===== config.mk =====
export PLATFORM = sky130hd
export DESIGN_NAME = program_loader_flat
export DESIGN_NICKNAME = d
export VERILOG_FILES = /design/src/rtl/program_loader_if.sv /design/src/rtl/program_loader.sv /design/src/flat_wrapper.sv
export SDC_FILE = /design/constraint.sdc
export NUM_CORES = 1
export LEC_CHECK = 0
export CORE_MARGIN = 2
export CORE_UTILIZATION = 45
export DETAILED_ROUTE_END_ITERATION = 6
export PLACE_DENSITY = 0.77
export SETUP_SLACK_MARGIN = 0.3
export SLEW_MARGIN = 5
export SYNTH_ARGS = -nofsm -noshare
export SYNTH_HDL_FRONTEND = slang
export SYNTH_SLANG_ARGS = --single-unit

===== constraint.sdc =====
create_clock -name clock -period 4.8 [get_ports clock]
set_input_delay 0.48 -clock clock [delete_from_list [all_inputs] [get_ports clock]]
set_output_delay 0.48 -clock clock [all_outputs]
set_load 0.02 [all_outputs]

===== src/rtl/program_loader_if.sv =====
// Byte-stream input and memory write port shared by the program loader and its neighbours.
// The master drives the stream and observes the memory port; the loader is the slave.
interface program_loader_if #(
    parameter int unsigned ADDR_WIDTH = 4,
    parameter int unsigned DATA_WIDTH = 8
);
    logic                  in_valid;
    logic [DATA_WIDTH-1:0] in_data;
    logic                  in_ready;
    logic [ADDR_WIDTH-1:0] mem_address;
    logic [DATA_WIDTH-1:0] mem_data;
    logic                  mem_write;

    modport master (
        output in_valid,
        output in_data,
        input  in_ready,
        input  mem_address,
        input  mem_data,
        input  mem_write
    );

    modport slave (
        input  in_valid,
        input  in_data,
        output in_ready,
        output mem_address,
        output mem_data,
        output mem_write
    );
endinterface


===== src/rtl/program_loader.sv =====
// Boot loader: takes a LEN/data/CHK framed image from a byte stream, writes it to program
// memory and holds the CPU in reset until the XOR checksum of the data bytes verifies.
module program_loader #(
    parameter int unsigned ADDR_WIDTH = 4,
    parameter int unsigned DATA_WIDTH = 8,
    parameter int unsigned RESET_HOLD = 2
) (
    input  logic            clock,
    input  logic            reset,
    input  logic            start,
    program_loader_if.slave bus,
    output logic            cpu_reset,
    output logic            busy,
    output logic            done,
    output logic            error
);
    localparam int unsigned DEPTH  = 1 << ADDR_WIDTH;
    localparam int unsigned CNT_W  = ADDR_WIDTH + 1;
    localparam int unsigned HOLD_W = (RESET_HOLD > 1) ? $clog2(RESET_HOLD) : 1;

    typedef enum logic [2:0] {
        StIdle,
        StLen,
        StData,
        StChk,
        StRelease,
        StDone,
        StError
    } state_e;

    state_e                state_q;
    logic                  in_ready_q;
    logic                  mem_write_q;
    logic [ADDR_WIDTH-1:0] mem_address_q;
    logic [DATA_WIDTH-1:0] mem_data_q;
    logic [ADDR_WIDTH-1:0] wr_addr_q;
    logic [DATA_WIDTH-1:0] acc_q;
    logic [CNT_W-1:0]      count_q;
    logic [HOLD_W-1:0]     hold_q;
    logic                  cpu_reset_q;
    logic                  busy_q;
    logic                  done_q;
    logic                  error_q;

    logic xfer;
    logic len_ok;

    assign xfer   = bus.in_valid & in_ready_q;
    assign len_ok = (bus.in_data != '0) && (32'(bus.in_data) <= DEPTH);

    always_ff @(posedge clock) begin
        if (reset) begin
            state_q       <= StIdle;
            in_ready_q    <= 1'b0;
            mem_write_q   <= 1'b0;
            mem_address_q <= '0;
            mem_data_q    <= '0;
            wr_addr_q     <= '0;
            acc_q         <= '0;
            count_q       <= '0;
            hold_q        <= '0;
            cpu_reset_q   <= 1'b1;
            busy_q        <= 1'b0;
            done_q        <= 1'b0;
            error_q       <= 1'b0;
        end else begin
            // Write strobe is a single-cycle pulse unless re-armed by a data transfer.
            mem_write_q <= 1'b0;
            case (state_q)
                StIdle, StDone, StError: begin
                    if (start) begin
                        state_q     <= StLen;
                        in_ready_q  <= 1'b1;
                        busy_q      <= 1'b1;
                        cpu_reset_q <= 1'b1;
                        done_q      <= 1'b0;
                        error_q     <= 1'b0;
                    end
                end
                StLen: begin
                    if (xfer) begin
                        if (len_ok) begin
                            state_q   <= StData;
                            count_q   <= CNT_W'(bus.in_data);
                            wr_addr_q <= '0;
                            acc_q     <= '0;
                        end else begin
                            state_q    <= StError;
                            in_ready_q <= 1'b0;
                            busy_q     <= 1'b0;
                            error_q    <= 1'b1;
                        end
                    end
                end
                StData: begin
                    if (xfer) begin
                        mem_write_q   <= 1'b1;
                        mem_address_q <= wr_addr_q;
                        mem_data_q    <= bus.in_data;
                        acc_q         <= acc_q ^ bus.in_data;
                        wr_addr_q     <= wr_addr_q + 1'b1;
                        count_q       <= count_q - 1'b1;
                        if (count_q == CNT_W'(1)) begin
                            state_q <= StChk;
                        end
                    end
                end
                StChk: begin
                    if (xfer) begin
                        in_ready_q <= 1'b0;
                        if (bus.in_data == acc_q) begin
                            state_q <= StRelease;
                            hold_q  <= HOLD_W'(RESET_HOLD - 1);
                        end else begin
                            state_q <= StError;
                            busy_q  <= 1'b0;
                            error_q <= 1'b1;
                        end
                    end
                end
                StRelease: begin
                    // Keep the core in reset a few more cycles so the last write settles.
                    if (hold_q == '0) begin
                        state_q     <= StDone;
                        cpu_reset_q <= 1'b0;
                        busy_q      <= 1'b0;
                        done_q      <= 1'b1;
                    end else begin
                        hold_q <= hold_q - 1'b1;
                    end
                end
                default: begin
                    state_q     <= StIdle;
                    in_ready_q  <= 1'b0;
                    cpu_reset_q <= 1'b1;
                    busy_q      <= 1'b0;
                    done_q      <= 1'b0;
                    error_q     <= 1'b0;
                end
            endcase
        end
    end

    assign bus.in_ready    = in_ready_q;
    assign bus.mem_write   = mem_write_q;
    assign bus.mem_address = mem_address_q;
    assign bus.mem_data    = mem_data_q;
    assign cpu_reset       = cpu_reset_q;
    assign busy            = busy_q;
    assign done            = done_q;
    assign error           = error_q;
endmodule

===== src/flat_wrapper.sv =====
// flat-port wrapper written by rule: the top's interface ports become plain ports
module program_loader_flat 
#(
    parameter int unsigned ADDR_WIDTH = 4,
    parameter int unsigned DATA_WIDTH = 8,
    parameter int unsigned RESET_HOLD = 2
)
  (clock, reset, start, cpu_reset, busy, done, error, bus_in_valid, bus_in_data, bus_in_ready, bus_mem_address, bus_mem_data, bus_mem_write);
  program_loader_if #(.ADDR_WIDTH(ADDR_WIDTH), .DATA_WIDTH(DATA_WIDTH)) bus_i ();
  input  logic clock;
  input  logic reset;
  input  logic start;
  output logic cpu_reset;
  output logic busy;
  output logic done;
  output logic error;
  input wire logic [$bits(bus_i.in_valid)-1:0] bus_in_valid;
  input wire logic [$bits(bus_i.in_data)-1:0] bus_in_data;
  output wire logic [$bits(bus_i.in_ready)-1:0] bus_in_ready;
  output wire logic [$bits(bus_i.mem_address)-1:0] bus_mem_address;
  output wire logic [$bits(bus_i.mem_data)-1:0] bus_mem_data;
  output wire logic [$bits(bus_i.mem_write)-1:0] bus_mem_write;
  assign bus_i.in_valid = bus_in_valid;
  assign bus_i.in_data = bus_in_data;
  assign bus_in_ready = bus_i.in_ready;
  assign bus_mem_address = bus_i.mem_address;
  assign bus_mem_data = bus_i.mem_data;
  assign bus_mem_write = bus_i.mem_write;
  program_loader #(.ADDR_WIDTH(ADDR_WIDTH), .DATA_WIDTH(DATA_WIDTH), .RESET_HOLD(RESET_HOLD)) u_core (.clock(clock), .reset(reset), .start(start), .bus(bus_i), .cpu_reset(cpu_reset), .busy(busy), .done(done), .error(error));
endmodule

Yosys cells after proc, flatten, opt, wreduce, memory -nomap -nowiden
Index checks and enable logic that the tools add are counted.

Register bits: 39. Bits of input ports: 12. Output and inout bits: 18. Word-level logic and storage cells: 101.

Add/sub/neg operators: 3. Order comparisons: 1. Equality and inequality tests: 18. Multiplexer cells: 44. Bitwise operators: 5. Reduce and logical (&&, ||, !) cells: 17.

Operators by type and width (count): $mux W8 (3); $mux W3 (7); $mux W1 (17); $pmux W8 S2 (1); $mux W5 (3); $pmux W3 S5 (1); $mux W4 (3); $ne A2 B1 Y1 const B (6); $reduce_and A6 Y1 (2); $pmux W5 S2 (1); $eq A3 B3 Y1 const B (3); $eq A8 B8 Y1 (1); $le A8 B5 Y1 const B (1); $ne A2 B2 Y1 const B (4); $pmux W1 S4 (2); $pmux W4 S2 (1); $reduce_bool A8 Y1 (1); $xor A8 B8 Y8 (1); $reduce_and A7 Y1 (1); $eq A3 B2 Y1 const B (2); $pmux W1 S3 (2); $reduce_and A3 Y1 (2); $reduce_or A3 Y1 (2); $eq A5 B1 Y1 const B (1); other kinds (16) (20).

Logic depth before layout (Yosys ltp)
Word-level depth: 5. Depth in mapped cells: 8.

Worst setup path before layout
No wires, ideal clock.

Kind: input-to-reg. Start: input port bus_in_data[5]. End: register u_core.count_q[0]. Arrival: 1604 ps. Slack: 3110 ps. Stages on the path: 4. Cells stage by stage: nor4_2 -> a41o_4 -> o21ai_1 -> a221oi_2.

Cells in the longest elaborated chain, start to end: 4. Elaborated cells on any way between the ends: 5. Classes of those cells: order compare: 1; eq/ne: 1; reduce/logical: 3.

RTL lines: from (decl) (RTL line flat_wrapper.sv:18) `input wire logic [$bits(bus_i.in_data)-1:0] bus_in_data;`; $le A8 B5 Y1 or $reduce_bool A8 Y1 (tied branches) (RTL line program_loader.sv:49) `assign len_ok = (bus.in_data != '0) && (32'(bus.in_data) <= DEPTH);`; $logic_and A1 B1 Y1 * (RTL line program_loader.sv:49); $ne A2 B1 Y1 (no source line) *; $reduce_and A4 Y1 (no source line) *; to (signal assigned) (RTL line program_loader.sv:84) `count_q <= CNT_W'(bus.in_data);`; to (signal assigned) (RTL line program_loader.sv:102) `count_q <= count_q - 1'b1;`; to (decl) (RTL line program_loader.sv:38) `logic [CNT_W-1:0] count_q;`.

Mark *: on every way between the ends. The rest lies on a longest branch, timed or not. A chain may end at the register's enable or synchronous reset.

Final worst setup path
Start: register u_core.state_q[0]. End: register u_core.wr_addr_q[2].

Cells in the longest elaborated chain, start to end: 3. Elaborated cells on any way between the ends: 8. Classes of those cells: eq/ne: 5; mux: 1; reduce/logical: 2.

RTL lines: from (decl) (RTL line program_loader.sv:31) `state_e state_q;`; from (signal assigned) (RTL line program_loader.sv:53) `state_q <= StIdle;`; from (signal assigned) (RTL line program_loader.sv:72) `state_q <= StLen;`; from (signal assigned) (RTL line program_loader.sv:83) `state_q <= StData;`; $eq A3 B2 Y1 or $eq A3 B1 Y1 (tied branches) (RTL line program_loader.sv:69) `case (state_q)`; $ne A2 B1 Y1 (no source line) or $reduce_bool A2 Y1 (tied branches); $reduce_and A4 Y1 (no source line); to (signal assigned) (RTL line program_loader.sv:101) `wr_addr_q <= wr_addr_q + 1'b1;`; to (decl) (RTL line program_loader.sv:36) `logic [ADDR_WIDTH-1:0] wr_addr_q;`.

Several ways; a longest one is shown, not always the timed one.

==> run summary <==
The beginning of the worst hold path was u_core.error. The number of buffer cells added on primary ports was 29. The die extent in y works out to 71.4 um. The number of antenna violations at the first check in global routing was 0; the post-detailed-route wirelength per cell was 12.7 um.

The critical path goes through or3b_1 -> nor2_8 -> a41oi_4 -> o21ai_0 -> a21oi_1. Setup violations remaining at the end of the flow were counted as 0. For this run, design rule violations remaining after detail routing come to 0. The clock passes through at most 2 buffers. The tools report the routed via count as 1746.

The endpoint of the worst-slack reg-to-reg timing path was u_core.wr_addr_q[2]. The top cell types in the final layout, fill and taps aside, are sky130_fd_sc_hd__nand2_1, sky130_fd_sc_hd__dfxtp_1, sky130_fd_sc_hd__a21oi_1, sky130_fd_sc_hd__clkdlybuf4s50_1, sky130_fd_sc_hd__nor2_1. On the worst path, the slowest cell contributes a delay of 0.73 ns.

Clock buffer count from CTS: 5. For this run, the post-layout net count is 287. The run gives 127 as the detailed router's first-iteration violation count.

The overflow left after global routing is 0, and the number of resized instances in the post-cts repair step is 0. The standard cell core area was 4350 sq um; the number of flops mapped to enable cells by yosys was 0. With fillers left out, the area of the finished cells amounts to 2460 sq um. The tools report the detailed placer's ending HPWL as 2880 um. The portion of the clock cycle consumed by the worst path in the final layout is 52.9%. The logs give 5.01 ns for the required arrival time at the worst endpoint and 2.75 ns for the worst path arrival time. Mapped cell area: 2040 sq um.

Measured in cells, the most critical reg-to-reg path has a length of 5. Subtracting the final worst setup slack from the clock period gives 2.54 ns. Entering global routing, the biggest net connects 37 pins. Grouping stages by cell kind, the critical path spends the most delay in compound AO/OA/AOI/OAI gates.

Setup repair after global routing left no endpoint under its margin. The critical path contains buffers and inverters numbering 0 combined. The mean cell area of the mapped netlist was 8.10 sq um. The maximum clock skew at final layout was 0.0112 ns. From synthesis to final layout, the design area changed by 20.5%.

TritonCTS built the clock tree. The worst register-to-register path has a setup slack of 2.26 ns. Max-cap violations in this run came to 0. For the placement-stage cell area, the log shows 2330 sq um. The most frequent standard cell in the layout excluding fill and tap cells was sky130_fd_sc_hd__nand2_1.

For the overall power after layout, the log shows 736 uW. The worst pin sits at a relative slew slack of 53.3%. The clock drives 39 sinks. Among all flip-flop cells after synthesis, the most frequent one is sky130_fd_sc_hd__dfxtp_1.

The startpoint identified for the worst register-to-register timing path is u_core.state_q[0]. At the pin with the least slew margin, the transition time is 0.700 ns. For the accumulated negative setup slack, the log shows 0 ns. The run finished with clean final reports. The largest fanout on the critical path is 24, and the sequential-to-total area share from yosys stat is 38.2%. For the worst-skew pair, the clock arrives at the later sink with an insertion delay of 0.29 ns.

In this run the number of cells on the critical path is 5. In this run the worst hold path is classified as reg -> reg. Counting every net in the synthesized netlist gives 267.

The critical path endpoint category is a flop. CTS built an H-tree with a depth of 2. Residual antenna-violating net count after detailed routing: 0. After synthesis, the share of flip-flops with an asynchronous set or reset is 0%.

The number of fillers in the final layout is 396, and the number of placed I/O pins is 30. Timing would allow up to 394 MHz. The worst-path cell with the longest stage delay was sky130_fd_sc_hd__dfxtp_1. The logs give 1549 for the via count of the first global-routing pass and 0 for the number of pins with negative max-slew slack in the final report. The run gives 0 as the count of endpoints failing hold in the final timing report.

The synthesized design contains 39 register bits. The horizontal extent of the die is 71.4 um, and the fraction of final layout cells sized beyond drive strength 1 is 12.1%. The first global-routing pass estimated 7090 um of wire.

The path with the worst hold slack has its endpoint at u_core.error. The cell sitting at the root of the clock tree is a sky130_fd_sc_hd__clkbuf_8. STA classifies the critical path startpoint as a flop. The worst slack on hold paths is 0.449 ns, and the number of buffers inserted by hold repair at cts is 0.

For the number of antenna diodes, the log shows 0. Number of search-and-repair iterations in the first detailed-routing pass: 4. The global placement routability congestion came out at 0.833. Counting distinct cell types in the post-synthesis netlist gives 44.

The Yosys step of the flow raised 0 warnings. The logs give 0 for the setup fix buffers added after clock tree synthesis and 0.814 nW for the leakage power of the design. The tools report the peak supply drop as 147 uV. Category of the most critical setup path: reg -> reg. Synthesis produced a netlist whose cell count is 252. Power spread over the standard cell area amounts to 299 nW/um^2. The worst hold path was traced through 2 stages.

Dividing the detail-routed via count by the number of cells gives 5.37. The clock-pin slew reported for the worst setup and hold paths after clock tree synthesis is 0.07 ns, and the area of the die is 5090 sq um. The combined global-route utilization of all metal layers came out at 17.2%.

Summed over all layers, the routed wires come to 4120 um. After floorplanning, the core was divided into 24 placement rows. The effective utilization at floorplan is 46.9%.
-- routing by layer --
metal | global-route usage, % | wire [um]
met1 | 24.0 | 1970
met2 | 25.7 | 1890
met3 | 4.36 | 188
met4 | 6.08 | 71
met5 | 0 | 0
-- where the power goes --
| group | switching (mW) | total (mW) | internal [mW] |
|---|---|---|---|
| Clock | 0.113 | 0.321 | 0.208 |
| Combinational | 0.0430 | 0.0759 | 0.0330 |
| Sequential | 0.00985 | 0.339 | 0.329 |
| Total | 0.166 | 0.736 | 0.570 |
-- flip-flops by register name, indices dropped and copies added, names as in the netlist --
register and count:
u_core.acc_q 8, u_core.bus.mem_address 4, u_core.cpu_reset 1, u_core.wr_addr_q 4
u_core.done 1, u_core.hold_q 1, u_core.error 1, u_core.busy 1
u_core.count_q 5, u_core.bus.mem_write 1, u_core.bus.mem_data 8, u_core.state_q 3
u_core.bus.in_ready 1
-- logic make-up after synthesis --
| family | share of synthesized area (%) |
|---|---|
| AND/OR/NAND/NOR | 28.1 |
| adder cells (fa/ha/maj) | 1.84 |
| buffers and inverters | 4.72 |
| XOR/XNOR | 4.23 |
| flip-flops | 38.2 |
| AO/OA/AOI/OAI | 22.9 |
-- per-stage QoR --
stage               instances  setup WS (ns)  utilization (%)
global route              325           1.98             56.5
finish                    325           2.26             56.5
detailed placement        317           2.21             53.4
CTS                       325           2.23             56.5
global placement          317           2.25             53.4
floorplan                 252           3.11                -
-- cell usage after synthesis (2+ instances only) --
| master | number | area (sq um) |
|---|---|---|
| sky130_fd_sc_hd__o21ai_2 | 3 | 26.3 |
| sky130_fd_sc_hd__nand2b_1 | 5 | 31.3 |
| sky130_fd_sc_hd__ha_1 | 3 | 37.5 |
| sky130_fd_sc_hd__buf_2 | 5 | 25.0 |
| sky130_fd_sc_hd__nor2b_1 | 2 | 12.5 |
| sky130_fd_sc_hd__xnor2_1 | 8 | 70.1 |
| sky130_fd_sc_hd__nor2_1 | 19 | 71.3 |
| sky130_fd_sc_hd__nand3b_1 | 6 | 45.0 |
| sky130_fd_sc_hd__nor3_2 | 5 | 50.1 |
| sky130_fd_sc_hd__and2_1 | 2 | 12.5 |
| sky130_fd_sc_hd__a211oi_1 | 2 | 15.0 |
| sky130_fd_sc_hd__a31o_2 | 2 | 17.5 |
| sky130_fd_sc_hd__dfxtp_1 | 39 | 781 |
| sky130_fd_sc_hd__a211o_1 | 2 | 17.5 |
| sky130_fd_sc_hd__nor2_2 | 5 | 31.3 |
| sky130_fd_sc_hd__a21oi_1 | 36 | 180 |
| sky130_fd_sc_hd__nand3_1 | 7 | 35.0 |
| sky130_fd_sc_hd__nand2_1 | 41 | 154 |
| sky130_fd_sc_hd__inv_1 | 5 | 18.8 |
| sky130_fd_sc_hd__a31oi_1 | 2 | 12.5 |
| sky130_fd_sc_hd__o21ai_0 | 17 | 85.1 |
| sky130_fd_sc_hd__or3_1 | 2 | 12.5 |
| sky130_fd_sc_hd__o211ai_1 | 2 | 15.0 |
| sky130_fd_sc_hd__nor3_1 | 3 | 15.0 |
| sky130_fd_sc_hd__clkbuf_1 | 10 | 37.5 |
-- tightest hold or removal path, delay by kind of cell, from the launching register on --
family / cells / cell delay [ns]
compound gates: 1 / 0.05
buf+inv: 1 / 0.05
flops: 1 / 0.31
-- worst max-delay path by stage --
stage / slack (ns) / endpoint / from
4_1_cts: 2.23 / u_core.wr_addr_q[2] / u_core.state_q[0]
2_1_floorplan: 3.11 / u_core.count_q[0] / bus_in_data[5]
6_report: 2.26 / u_core.wr_addr_q[2] / u_core.state_q[0]
3_5_place_dp: 2.21 / u_core.wr_addr_q[2] / bus_in_data[0]
5_1_grt: 1.98 / u_core.wr_addr_q[3] / u_core.state_q[0]
3_3_place_gp: 2.25 / u_core.wr_addr_q[3] / bus_in_data[0]
-- layout make-up --
cell class / count / area (sq um) / area share (%)
Sequential cell: 39 / 781 / 31.7
Inverter: 5 / 18.8 / 0.763
Tap cell: 52 / 65.1 / 2.64
Clock inverter: 2 / 60.1 / 2.44
Timing Repair Buffer: 30 / 298 / 12.1
Multi-Input combinational cell: 191 / 1160 / 47.4
Clock buffer: 6 / 72.6 / 2.95
Note: power is estimated with default switching activity, not from simulation.
